==> config.mk <==
export PLATFORM = sky130hd
export DESIGN_NAME = scan_mux
export DESIGN_NICKNAME = d
export VERILOG_FILES = /design/src/rtl/scan_mux.sv
export SDC_FILE = /design/constraint.sdc
export NUM_CORES = 1
export LEC_CHECK = 0
export CAP_MARGIN = 30
export CORE_ASPECT_RATIO = 0.5
export CORE_MARGIN = 5
export CORE_UTILIZATION = 25
export DETAILED_ROUTE_END_ITERATION = 16
export HOLD_SLACK_MARGIN = 0.03
export PLACE_DENSITY_LB_ADDON = 0.15
export SLEW_MARGIN = 20
export SYNTH_ARGS = -nofsm -noshare
export SYNTH_HDL_FRONTEND = slang
export SYNTH_SLANG_ARGS = --single-unit
==> constraint.sdc <==
create_clock -name clk -period 2.5 [get_ports clk]
set_clock_uncertainty 0.05 [all_clocks]
set_input_delay 0.5 -clock clk [delete_from_list [all_inputs] [get_ports clk]]
set_output_delay 0.5 -clock clk [all_outputs]
set_load 0.01 [all_outputs]
==> src/rtl/scan_mux.sv <==
// ---------------------------------------------------------------------------
// scan_mux -- N-channel, W-bit registered data selector with manual and
// automatic round-robin scanning.
//
// In manual mode the channel comes from sel_in (out-of-range values are
// ignored). In auto mode a dwell counter holds each channel for DWELL cycles
// before stepping to the next one, wrapping from CHANNELS-1 back to 0, so a
// display can cycle through its inputs without anyone touching the switches.
//
// Parameters:
//   WIDTH    bit width of each channel
//   CHANNELS number of channels (2..16, not necessarily a power of two)
//   SEL_W    width of the selection ports (2**SEL_W >= CHANNELS)
//   DWELL    cycles each channel is held in auto mode (>= 1)
//
// Ports:
//   clk      system clock, rising edge
//   rst      synchronous active-high reset
//   din      packed channel data, channel k at [k*WIDTH +: WIDTH]
//   mode     0 = manual, 1 = auto scan
//   sel_in   manual channel selection
//   hold     auto mode only: freezes the dwell counter and current channel
//   dout     registered data of the selected channel
//   sel_out  registered index of the selected channel
//   step     one-cycle pulse in the cycle sel_out takes a new value
// ---------------------------------------------------------------------------
module scan_mux #(
    parameter int WIDTH    = 8,
    parameter int CHANNELS = 4,
    parameter int SEL_W    = 2,
    parameter int DWELL    = 50000000
) (
    input  logic                      clk,
    input  logic                      rst,
    input  logic [CHANNELS*WIDTH-1:0] din,
    input  logic                      mode,
    input  logic [SEL_W-1:0]          sel_in,
    input  logic                      hold,
    output logic [WIDTH-1:0]          dout,
    output logic [SEL_W-1:0]          sel_out,
    output logic                      step
);

    // A counter that must reach DWELL-1 needs clog2(DWELL) bits; DWELL=1
    // still gets a one-bit counter that simply stays at zero.
    localparam int               CNT_W    = (DWELL > 1) ? $clog2(DWELL) : 1;
    localparam logic [CNT_W-1:0] CNT_LAST = CNT_W'(DWELL - 1);
    localparam logic [SEL_W-1:0] SEL_LAST = SEL_W'(CHANNELS - 1);

    // Reject parameter sets the selector cannot represent.
    if (CHANNELS < 2 || CHANNELS > 16) begin : g_bad_channels
        $error("scan_mux: CHANNELS must be in 2..16");
    end
    if ((1 << SEL_W) < CHANNELS) begin : g_bad_sel_w
        $error("scan_mux: SEL_W too narrow for CHANNELS");
    end
    if (DWELL < 1) begin : g_bad_dwell
        $error("scan_mux: DWELL must be at least 1");
    end

    logic [SEL_W-1:0] sel_q,  sel_d;
    logic [CNT_W-1:0] cnt_q,  cnt_d;
    logic [WIDTH-1:0] dout_q, dout_d;
    logic             step_q, step_d;

    // Selection and dwell counter next state.
    always_comb begin
        sel_d = sel_q;
        cnt_d = cnt_q;
        if (!mode) begin
            // Manual: counter parked at 0 so a later switch to auto starts
            // with a full dwell on the current channel.
            cnt_d = '0;
            if (int'(sel_in) < CHANNELS) begin
                sel_d = sel_in;
            end
        end else if (!hold) begin
            if (cnt_q == CNT_LAST) begin
                cnt_d = '0;
                // Explicit wrap: CHANNELS need not be a power of two.
                sel_d = (sel_q == SEL_LAST) ? '0 : sel_q + SEL_W'(1);
            end else begin
                cnt_d = cnt_q + CNT_W'(1);
            end
        end
    end

    // Data uses the selection being registered this edge, so dout and
    // sel_out always describe the same channel.
    always_comb begin
        dout_d = '0;
        for (int k = 0; k < CHANNELS; k++) begin
            if (int'(sel_d) == k) begin
                dout_d = din[k*WIDTH +: WIDTH];
            end
        end
    end

    // Pulse only on an actual change; reselecting the same channel is silent.
    always_comb begin
        step_d = (sel_d != sel_q);
    end

    always_ff @(posedge clk) begin
        if (rst) begin
            sel_q  <= '0;
            cnt_q  <= '0;
            dout_q <= '0;
            step_q <= 1'b0;
        end else begin
            sel_q  <= sel_d;
            cnt_q  <= cnt_d;
            dout_q <= dout_d;
            step_q <= step_d;
        end
    end

    assign dout    = dout_q;
    assign sel_out = sel_q;
    assign step    = step_q;

endmodule

== After elaboration in Yosys (flattened, before gate mapping) ==
Cells that the tools add are included.

* Register bits after elaboration: 37
* Input port bits: 38
* Word-level logic and storage cells: 24
* Output and inout bits: 11

* Bitwise gates (word level): 1
* Equality and inequality tests: 6
* Reduce and logical (&&, ||, !) cells: 2
* Add/sub/neg operators: 2
* Muxes and demuxes: 9

{| class="wikitable"
|+ Operators with widths
! operator !! count
|-
| $mux 8 || 4
|-
| $add 26x1->26 const B || 1
|-
| $eq 26x26->1 const B || 1
|-
| $mux 26 || 1
|-
| $mux 2 || 4
|-
| $eq 2x2->1 const B || 3
|-
| $add 2x1->2 const B || 1
|-
| $eq 2x1->1 const B || 1
|-
| $logic_not 2->1 || 1
|-
| $ne 2x2->1 || 1
|-
| $reduce_or 2->1 || 1
|-
| $not 1->1 || 1
|}

== Depth between registers and ports, before layout ==
Gate-level depths: netlist of run 1.

* Depth after elaboration: 10
* Depth in mapped cells: 9
* Depth with buffers taken out: 7

== Worst setup path after synthesis of run 1 ==
Ideal clock, no wire load.

* Path kind: input port to flip-flop
* Start point: input port hold
* End point: register dout_q[1] (netlist: dout[1])
* Path buffers: 2
* Required time: 2.306 ns
* Slack: 0.207 ns
* Cell stages on the path: 8
* Arrival: 2.098 ns
* Path through: and4b_1 nand3_1 nor4_4 mux2i_1 buf_4 buf_6 mux2i_1 o22ai_1

* Longest elaborated chain between the ends: 7
* Elaborated cells on any way between the ends: 10
* Classes of those cells: eq/ne (3); mux (6); reduce/logical (1)

{| class="wikitable"
|+ RTL lines
! what !! RTL line !! source
|-
| start, declared || 38 || <nowiki>input logic hold,</nowiki>
|-
| $mux 2 (*) || 77 || <nowiki>end else if (!hold) begin</nowiki>
|-
| $mux 2 (*) || 70 || <nowiki>if (!mode) begin</nowiki>
|-
| $logic_not 2->1 || 93 || <nowiki>if (int'(sel_d) == k) begin</nowiki>
|-
| $mux 8 (3 in a row) || 93 ||
|-
| $mux 8 (*) || 93 ||
|-
| end signal, assigned || 113 || <nowiki>dout_q <= dout_d;</nowiki>
|-
| end, declared || 63 || <nowiki>logic [WIDTH-1:0] dout_q, dout_d;</nowiki>
|}

Every way passes the cells marked *; elsewhere a longest branch is shown, timed or not.
A chain may end at the register's enable or synchronous reset.

== Worst setup path after layout of run 1 ==
* Start point: register cnt_q[20]
* End point: register dout_q[7] (netlist: dout[7])

* Longest elaborated chain between the ends: 9
* Elaborated cells on any way between the ends: 12
* Classes of those cells: eq/ne (4); mux (7); reduce/logical (1)

{| class="wikitable"
|+ RTL lines
! what !! RTL line !! source
|-
| start, declared || 62 || <nowiki>logic [CNT_W-1:0] cnt_q, cnt_d;</nowiki>
|-
| start signal, assigned || 112 || <nowiki>cnt_q <= cnt_d;</nowiki>
|-
| $eq 26x26->1 (*) || 78 || <nowiki>if (cnt_q == CNT_LAST) begin</nowiki>
|-
| $mux 2 (*) || 78 ||
|-
| $mux 2 (*) || 77 ||
|-
| $mux 2 (*) || 70 ||
|-
| $logic_not 2->1 || 93 ||
|-
| $mux 8 (3 in a row) || 93 ||
|-
| $mux 8 (*) || 93 ||
|}

Marked as above.

==> impl_metrics.ini, run 1 <==
[place]
place.port_buffers = 48
gp_congestion = 0.732
dp_hpwl_mm = 3.20
post_dp_cell_area_sq_um = 2430

[power_and_ir_drop]
power_leakage_nw = 0.955
p_per_area_nw_per_um2 = 542
vdd_drop_max_uv = 231

[global_route]
grt_overflow = 0
grt_pass1_vias = 1635
grt_pass1_wl_mm = 7.43
grt_max_degree = 27
grt_usage_pct = 10.2
antenna_found_initial = 0

[sta]
fin_setup_tns_ns = 0
finalSetupViolations = 0
timing.final.crit_share_pct = 92.6
finalHoldViolCount = 0
worst_pin_slew_ns = 0.412
rsz0062_at_grt = no
min_period_ns = 2.31
whs_ns = 0.466
max_slew_margin_pct = 72.4
fmax_mhz = 432
slew_violations = 0

[clock_network]
tritoncts = built
cts.sinks = 37
clk_latency_ns = 0.28
root_buffer = clkbuf_16
cts_buffers = 5
h-tree-depth = 2
cts_buffer_depth = 2
cts.reportedPaths.clkPinSlew_ns = 0.05
hold_buffers = 0

[layout]
drive_above_1_share_pct = 13.1
diodes = 0
area_delta_synth_final_pct = 51.7
final_area_sq_um = 2670
final_util_pct = 39.4
fin_nets = 300

[synth]
synth_top_area_share_pct = 42.0
synthFlopType = dfxtp_1
synth-seq-cells = 37
ys_warn_count = 0
synth_common_cells = dfxtp_1 (37), nor2_1 (34), mux2i_1 (19)
syn_area_sq_um = 1760
synth_edf_count = 0
seq_area_frac_synth_pct = 42.0
synthTopCellsByArea = dfxtp_1 (42%), mux2i_1 (11%), xnor2_1 (7.5%)
synth_area_per_cell_sq_um = 9.13
post-synth-top-count-cell = dfxtp_1
yosys.area.top_type = dfxtp_1
synth_fp_nets = 233
async_reset_ff_share_pct = 0
synthCells = 193
yosysUniqueCellTypes = 32

[routing]
ant_nets = 0
dr.max_layer_used = met4
viasPerCell = 4.39
drc_errors = 0
first_iter_violations = 38
met3_length_um = 377
via_count = 1547
dr_wl_met2_mm = 1.98
routed_wl_mm = 4.37
drt-met1-wl_mm = 1.97
post_drt_wl_per_cell_um = 12.4
drtPass1Iterations = 2

[setup_path]
cpPeakStageDelay_ns = 0.39
reg2reg_setup_slack_ns = 0.19
r2r-start = cnt_q[20]
cp.required_ns = 2.61
crit_type = register to register
path_max_fanout = 5
cpMaxStageDelayCell = nor4_4
critPathLaunch = cnt_q[20]
path_cells = nand3_2, or3_4, nor4_4, mux2i_4, buf_6, buf_16, mux2i_1, o22ai_1
worstRegToRegCells = 8
arrival_ns = 2.43
r2r-end = dout[7]
cp_top_family = simple AND/OR/NAND/NOR gates
crit_path_end_kind = register
path_depth = 8
cp-endpoint = dout[7]
critPathLaunchType = register
critPathBufInv = 2

[die]
coreArea_sq_um = 6780
start_util_pct = 26.0
fp-row-count = 21
die_h_um = 69.4
ios = 49
die_area_sq_um = 8930
die_w_um = 129

[job]
drv_cap = 0

[hold_path]
min_path_type = register to register
min-delay-start = cnt_q[1]

[run_status]
status = finished, final reports clean
## repair_timing
item / in CTS / in global routing
gates resized for setup: 4 / 5
gates cloned: 2 / 0
buffers inserted: 5 / 0
pin swaps: 2 / 2
endpoints found under the setup margin: 1 / 10
## logic make-up (layout without fill, tap and decap cells)
logic type | count (synthesis) | count (layout) | synth area share, %
AOI/OAI and AO/OA | 15 | 15 | 5.32
xor gates and xnor gates | 26 | 26 | 12.9
adders and majority gates | 2 | 2 | 1.42
buffers and inverters | 14 | 81 | 4.26
DFF | 37 | 37 | 42.0
muxes | 19 | 19 | 10.8
and+or+nand+nor | 80 | 80 | 23.3
## registers in the layout, summed over array words and instances, names as in the netlist
register / flops
cnt_q: 26
sel_out: 2
dout: 8
step: 1
## worst min-delay path by stage
stage                     end  slack [ns]  depth (start not counted)
floorplan           cnt_q[25]        0.43                          2
global placement    cnt_q[22]        0.45                          2
detailed placement  cnt_q[25]        0.46                          2
CTS                 cnt_q[24]        0.48                          2
global route        cnt_q[25]        0.52                          2
finish               cnt_q[1]        0.47                          2
## worst reg2reg max path, stage by stage, from the launching register on
cell	delay [ns]
dfxtp_1	0.38
nand3_2	0.12
or3_4	0.37
nor4_4	0.39
mux2i_4	0.37
buf_6	0.15
buf_16	0.11
mux2i_1	0.18
o22ai_1	0.10
## metal layers
layer,GRT usage (%),up-vias
met5,0,-
met3,4.77,5
li1,-,799
met2,16.8,37
met1,11.5,706
met4,3.49,0
## stage by stage
step | power (mW) | instances | worst slack (ns)
2_1_floorplan | 0.707 | 193 | 0.207
3_3_place_gp | 0.826 | 338 | -0.238
3_5_place_dp | 0.827 | 338 | -0.290
4_1_cts | 1.48 | 352 | 0.000000888
5_1_grt | 1.51 | 352 | 0.0194
6_report | 1.45 | 352 | 0.185
## cell usage in the layout (no fill, tap or decap), types with 2 or more instances in the layout
master	synthesis	layout
nor2_1	34	34
nand3_1	7	6
nor4_1	2	2
nand4_1	6	6
clkbuf_16	0	5
o22ai_1	8	8
nor2b_1	2	2
nand2b_1	2	2
mux2i_1	19	18
dfxtp_2	0	3
nand2_1	10	10
a21oi_1	4	4
buf_4	1	14
inv_1	7	7
dfxtp_1	37	34
xnor2_1	15	15
buf_12	0	2
clkdlybuf4s50_1	0	47
buf_6	2	2
nand3_2	1	2
xor2_1	11	11
nand4b_1	2	2
nor3_1	7	7
## cell type report
class | count | area (sq um)
fillers | 715 | 4110
multi-input cells | 142 | 967
flip-flops and latches | 37 | 744
repair buffers | 67 | 678
clock buffers | 7 | 143
well taps | 92 | 115
inverters | 7 | 26.3
## where the power goes
part | internal, mW | switching (mW)
logic | 0.137 | 0.0755
registers | 0.609 | 0.00812
clock network | 0.391 | 0.227
total | 1.14 | 0.311
No activity file was read; power rests on OpenSTA's default activity.
==> run 2: changes to the inputs <==
--- a/config.mk
+++ b/config.mk
@@ -10,8 +10,10 @@
 export CORE_MARGIN = 5
 export CORE_UTILIZATION = 25
 export DETAILED_ROUTE_END_ITERATION = 16
+export GPL_TIMING_DRIVEN = 0
 export HOLD_SLACK_MARGIN = 0.03
 export PLACE_DENSITY_LB_ADDON = 0.15
+export RECOVER_POWER = 100
 export SLEW_MARGIN = 20
 export SYNTH_ARGS = -nofsm -noshare
 export SYNTH_HDL_FRONTEND = slang
==> run 2 against run 1 <==
Net effect:
- sequential share of layout area increased by 1.3 points
- core utilization fell by 1.8 points
- combinational power decreased by 14%
- sequential power barely moved
- maximum frequency decreased by 0.91%
- hold slack got worse by 0.0017 ns
- clock power is 2% lower
- largest power group is now sequential cells
==> impl_metrics.ini, run 2 (synthesized netlist as in run 1, its figures left out) <==
[routing]
viasPerCell = 4.29
drc_errors = 0
routed_wl_mm = 4.07
via_count = 1475
post_drt_wl_per_cell_um = 11.8
first_iter_violations = 55
drtPass1Iterations = 4
ant_nets = 0

[setup_path]
cpMaxStageDelayCell = dfxtp_1
crit_type = register to register
arrival_ns = 2.42
critPathLaunchType = register
worstRegToRegCells = 10
cpPeakStageDelay_ns = 0.35
crit_path_end_kind = register
path_cells = ha_2, and4b_1, nand3_2, nor4_4, buf_4, mux2i_1, buf_4, buf_8, mux2i_1, o22ai_1
path_max_fanout = 10
cp.required_ns = 2.58

[place]
place.port_buffers = 47
gp_congestion = 0.748
post_dp_cell_area_sq_um = 2350
dp_hpwl_mm = 3.07
place_ws_ns = -0.763

[global_route]
antenna_found_initial = 0
grt_usage_pct = 9.97
grt_max_degree = 11
grt_pass1_vias = 1542
grt_pass1_wl_mm = 7.18
grt_overflow = 0

[layout]
final_util_pct = 37.6
mostFrequentLayoutCells = dfxtp_1 (36), clkdlybuf4s50_1 (35), nor2_1 (34)
final_area_sq_um = 2550
final_common_cell = dfxtp_1
largest-register = cnt_q
largest_reg_flops = 26
area_delta_synth_final_pct = 44.6
diodes = 0
drive_above_1_share_pct = 10.3
fin_nets = 292

[job]
drv_cap = 0

[die]
fp-row-count = 21
die_w_um = 129
die_area_sq_um = 8930
die_h_um = 69.4
coreArea_sq_um = 6780
ios = 49
start_util_pct = 26.0

[hold_path]
min_path_type = register to register
whs_path_depth = 2

[clock_network]
cts_buffer_depth = 2
hold_buffers = 0
h-tree-depth = 2
cts_buffers = 5
cts.reportedPaths.clkPinSlew_ns = 0.05
cts.sinks = 37
tritoncts = built
clk_latency_ns = 0.27
root_buffer = clkbuf_16

[sta]
finalSetupViolations = 0
rsz0062_at_grt = no
min_period_ns = 2.34
finalHoldViolCount = 0
fmax_mhz = 428
timing.final.crit_share_pct = 93.4
fin_ws_ns = 0.164
max_slew_margin_pct = 55.3
worst_pin_slew_ns = 0.665
slew_violations = 0

[power_and_ir_drop]
power_leakage_nw = 0.905
p_int_mw = 1.11
power.total_mw = 1.41
switchingPower_mw = 0.294
p_per_area_nw_per_um2 = 552
p_seq_share_pct = 43.8
clkPwrFrac_pct = 43.2
p_comb_share_pct = 13.0
vdd_drop_max_uv = 249
p_sw_share_pct = 20.9

[run_status]
status = finished, final reports clean
[run 2: cell types whose count changed in the layout (fill, tap and decap cells not counted), moves of 2 or more]
| cell | delta |
|---|---|
| buf_12 | -2 |
| buf_4 | -8 |
| dlygate4sd3_1 | +11 |
| dfxtp_2 | -2 |
| dfxtp_1 | +2 |
| buf_2 | +3 |
| clkdlybuf4s50_1 | -12 |
[run 2: layer usage]
| metal | vias up | GRT usage, % | share of wire [%] |
|---|---|---|---|
| li1 | 781 | - | - |
| met3 | 5 | 5.23 | 9.3 |
| met4 | 0 | 3.84 | 1.4 |
| met2 | 37 | 15.7 | 45 |
| met5 | - | 0 | 0 |
| met1 | 652 | 11.4 | 45 |
[run 2: worst paths after layout]
| path | startpoint | endpoint | slack [ns] |
|---|---|---|---|
| setup / recovery | cnt_q[1] | dout[0] | 0.16 |
| hold / removal | cnt_q[22] | cnt_q[22] | 0.46 |
| setup reg to reg | cnt_q[1] | dout[0] | 0.16 |
| hold reg to reg | cnt_q[22] | cnt_q[22] | 0.46 |
[run 2: layout make-up]
class                   count  area (sq um)
multi-input cells         142           967
flip-flops and latches     37           742
well taps                  92           115
fillers                   724          4230
plain buffers               7          52.6
inverters                   7          26.3
repair buffers             52           503
clock buffers               7           143
[run 2: power groups by stage]
stage / clock network (mW) / logic (mW) / registers, mW
2_1_floorplan: 0 / 0.0698 / 0.637
3_3_place_gp: 0 / 0.187 / 0.629
3_5_place_dp: 0 / 0.187 / 0.629
4_1_cts: 0.637 / 0.192 / 0.616
5_1_grt: 0.670 / 0.202 / 0.618
6_report: 0.608 / 0.183 / 0.616
[run 2: metrics by stage]
step           std cells  TNS (ns)  hold WS, ns
6_report             344         0        0.465
5_1_grt              344         0        0.498
4_1_cts              343         0        0.474
3_5_place_dp         332    -18.15        0.455
3_3_place_gp         332    -17.08        0.453
2_1_floorplan        193         0        0.434
[run 2: timing repair]
action / CTS / global route
pin swaps: 1 / 0
endpoints found under the setup margin: 32 / 26
setup buffers: 4 / 1
resized for setup: 4 / 5
[run 2: critical path: cells and delay by family (launching register included)]
| kind | cells | cell delay (ns) |
|---|---|---|
| buffers and inverters | 3 | 0.48 |
| AOI/OAI and AO/OA | 1 | 0.09 |
| adders and majority gates | 1 | 0.19 |
| muxes | 2 | 0.40 |
| and+or+nand+nor | 3 | 0.64 |
| DFF | 1 | 0.35 |
==> run 3: changes to the inputs <==
--- a/config.mk
+++ b/config.mk
@@ -5,10 +5,10 @@
 export SDC_FILE = /design/constraint.sdc
 export NUM_CORES = 1
 export LEC_CHECK = 0
-export CAP_MARGIN = 30
+export CAP_MARGIN = 20
 export CORE_ASPECT_RATIO = 0.5
 export CORE_MARGIN = 5
-export CORE_UTILIZATION = 25
+export CORE_UTILIZATION = 47
 export DETAILED_ROUTE_END_ITERATION = 16
 export GPL_TIMING_DRIVEN = 0
 export HOLD_SLACK_MARGIN = 0.03
==> run 3 against run 2 <==
Net effect:
- critical path depth down 1
- sequential power about the same
- die area down 42%
- combinational power up 4%
- via count up 4.3%
- global-route usage up 7.5 points
- first-iteration DRC count down 47%
- sequential share of layout area up 1.2 points
- worst setup slack worse by 0.14 ns
- wire length up 2.1%
- total power down 13%
- register-to-register slack worse by 0.13 ns
- critical endpoint unchanged
- largest cell class unchanged
==> impl_metrics.ini, run 3 (synthesized netlist as in run 1, its figures left out) <==
[die]
die_w_um = 96.6
ios = 49
start_util_pct = 50.0
die_h_um = 53.3
die_area_sq_um = 5150
coreArea_sq_um = 3530
fp-row-count = 15

[clock_network]
clk_latency_ns = 0.29
root_buffer = clkbuf_8
cts.reportedPaths.clkPinSlew_ns = 0.07
hold_buffers = 0
cts_buffer_depth = 2
cts.sinks = 37
h-tree-depth = 2
tritoncts = built
cts_buffers = 5

[layout]
largest-register = cnt_q
fin_nets = 290
drive_above_1_share_pct = 10.0
area_delta_synth_final_pct = 39.0
mostFrequentLayoutCells = dfxtp_1 (36), clkdlybuf4s50_1 (35), nor2_1 (34)
final_common_cell = dfxtp_1
fin_cells = 301
diodes = 0
largest_reg_flops = 26

[setup_path]
critPathLaunchType = input pin
path_max_fanout = 6
path_depth = 9
reg2reg_setup_slack_ns = 0.03
worstRegToRegCells = 9
crit_type = input pin to register
arrival_ns = 2.59
cp-endpoint = dout[0]
cp_top_family = simple AND/OR/NAND/NOR gates
r2r-start = cnt_q[0]
cp.required_ns = 2.61
crit_path_end_kind = register
cpMaxStageDelayCell = nor4_4
cpPeakStageDelay_ns = 0.37
critPathBufInv = 3
r2r-end = dout[0]
critPathLaunch = hold
path_cells = dlygate4sd2_1, and4b_2, nand3_2, nor4_4, mux2i_1, buf_4, buf_4, mux2i_1, o22ai_1

[place]
dp_cells = 291
gp_congestion = 0.827
place_ws_ns = -0.624
dp_hpwl_mm = 2.95
place.port_buffers = 47

[routing]
drtPass1Iterations = 4
drc_errors = 0
post_drt_wl_per_cell_um = 13.8
via_count = 1538
first_iter_violations = 29
viasPerCell = 5.11
routed_wl_mm = 4.16
ant_nets = 0

[power_and_ir_drop]
power.total_mw = 1.23
power_leakage_nw = 0.878
p_per_area_nw_per_um2 = 500
vdd_drop_max_uv = 260

[sta]
finalSetupViolations = 0
worst_pin_slew_ns = 0.627
finalHoldViolCount = 0
fmax_mhz = 404
timing.final.crit_share_pct = 99.1
fin_ws_ns = 0.0220
slew_violations = 0
min_period_ns = 2.48
max_slew_margin_pct = 57.9

[global_route]
use_met1_pct = 19.5
grt_usage_pct = 17.5
grt_pass1_vias = 1586
grt_overflow = 0
grt_use_met3_pct = 8.95
grt_max_degree = 11
antenna_found_initial = 0
gr-usage-met2_pct = 28.9
grt_pass1_wl_mm = 7.07
gr-max-usage-layer = met2

[run_status]
status = finished, final reports clean

[job]
drv_cap = 0

[hold_path]
min_path_type = register to register
[run 3: worst reg2reg max path, cell delays in order (launching register included)]
cell and delay [ns]:
dfxtp_1 0.37, ha_1 0.19, and4b_2 0.28, nand3_2 0.14
nor4_4 0.37, mux2i_1 0.31, buf_4 0.18, buf_4 0.17
mux2i_1 0.21, o22ai_1 0.09
[run 3: worst min-delay path by stage]
stage | startpoint | end | slack, ns | cells after the start
after floorplan | cnt_q[25] | cnt_q[25] | 0.43 | 2
after global placement | cnt_q[25] | cnt_q[25] | 0.45 | 2
after detailed placement | cnt_q[24] | cnt_q[24] | 0.46 | 2
after CTS | cnt_q[23] | cnt_q[23] | 0.48 | 2
after global routing | cnt_q[25] | cnt_q[25] | 0.51 | 2
final | cnt_q[23] | cnt_q[23] | 0.47 | 2
[run 3: stage by stage]
step	utilization [%]	hold slack [ns]	setup TNS [ns]	area [sq um]
after floorplan	-	0.434	0	1760
after global placement	65.1	0.452	-13.44	2300
after detailed placement	65.1	0.456	-14.42	2300
after CTS	68.3	0.480	0	2410
after global routing	69.4	0.512	-0.990	2450
final	69.4	0.472	0	2450
[run 3: final cells by class]
type	count	area (sq um)
Timing Repair Buffer	50	492
Clock buffer	7	86.3
Fill cell	292	1080
Sequential cell	37	742
Tap cell	51	63.8
Inverter	7	26.3
Buffer	7	57.6
Multi-Input combinational cell	142	982
[run 3: routing by layer]
layer | vias up | wire length (um)
li1 | 771 | -
met3 | 8 | 465
met4 | 0 | 72
met2 | 67 | 1900
met5 | - | 0
met1 | 692 | 1720
[run 3: timing repair]
item                                    4_1_cts  5_1_grt
gates resized for setup                       3        9
setup buffers                                 2        1
endpoints found under the setup margin       31       11
pin swaps                                     1        1
[run 3: power breakdown]
group	leakage, nW	switching, mW	internal, mW	total, mW
clock	0.0443	0.202	0.219	0.420
combinational	0.532	0.0746	0.116	0.191
sequential	0.302	0.00724	0.608	0.615
total	0.878	0.284	0.942	1.23
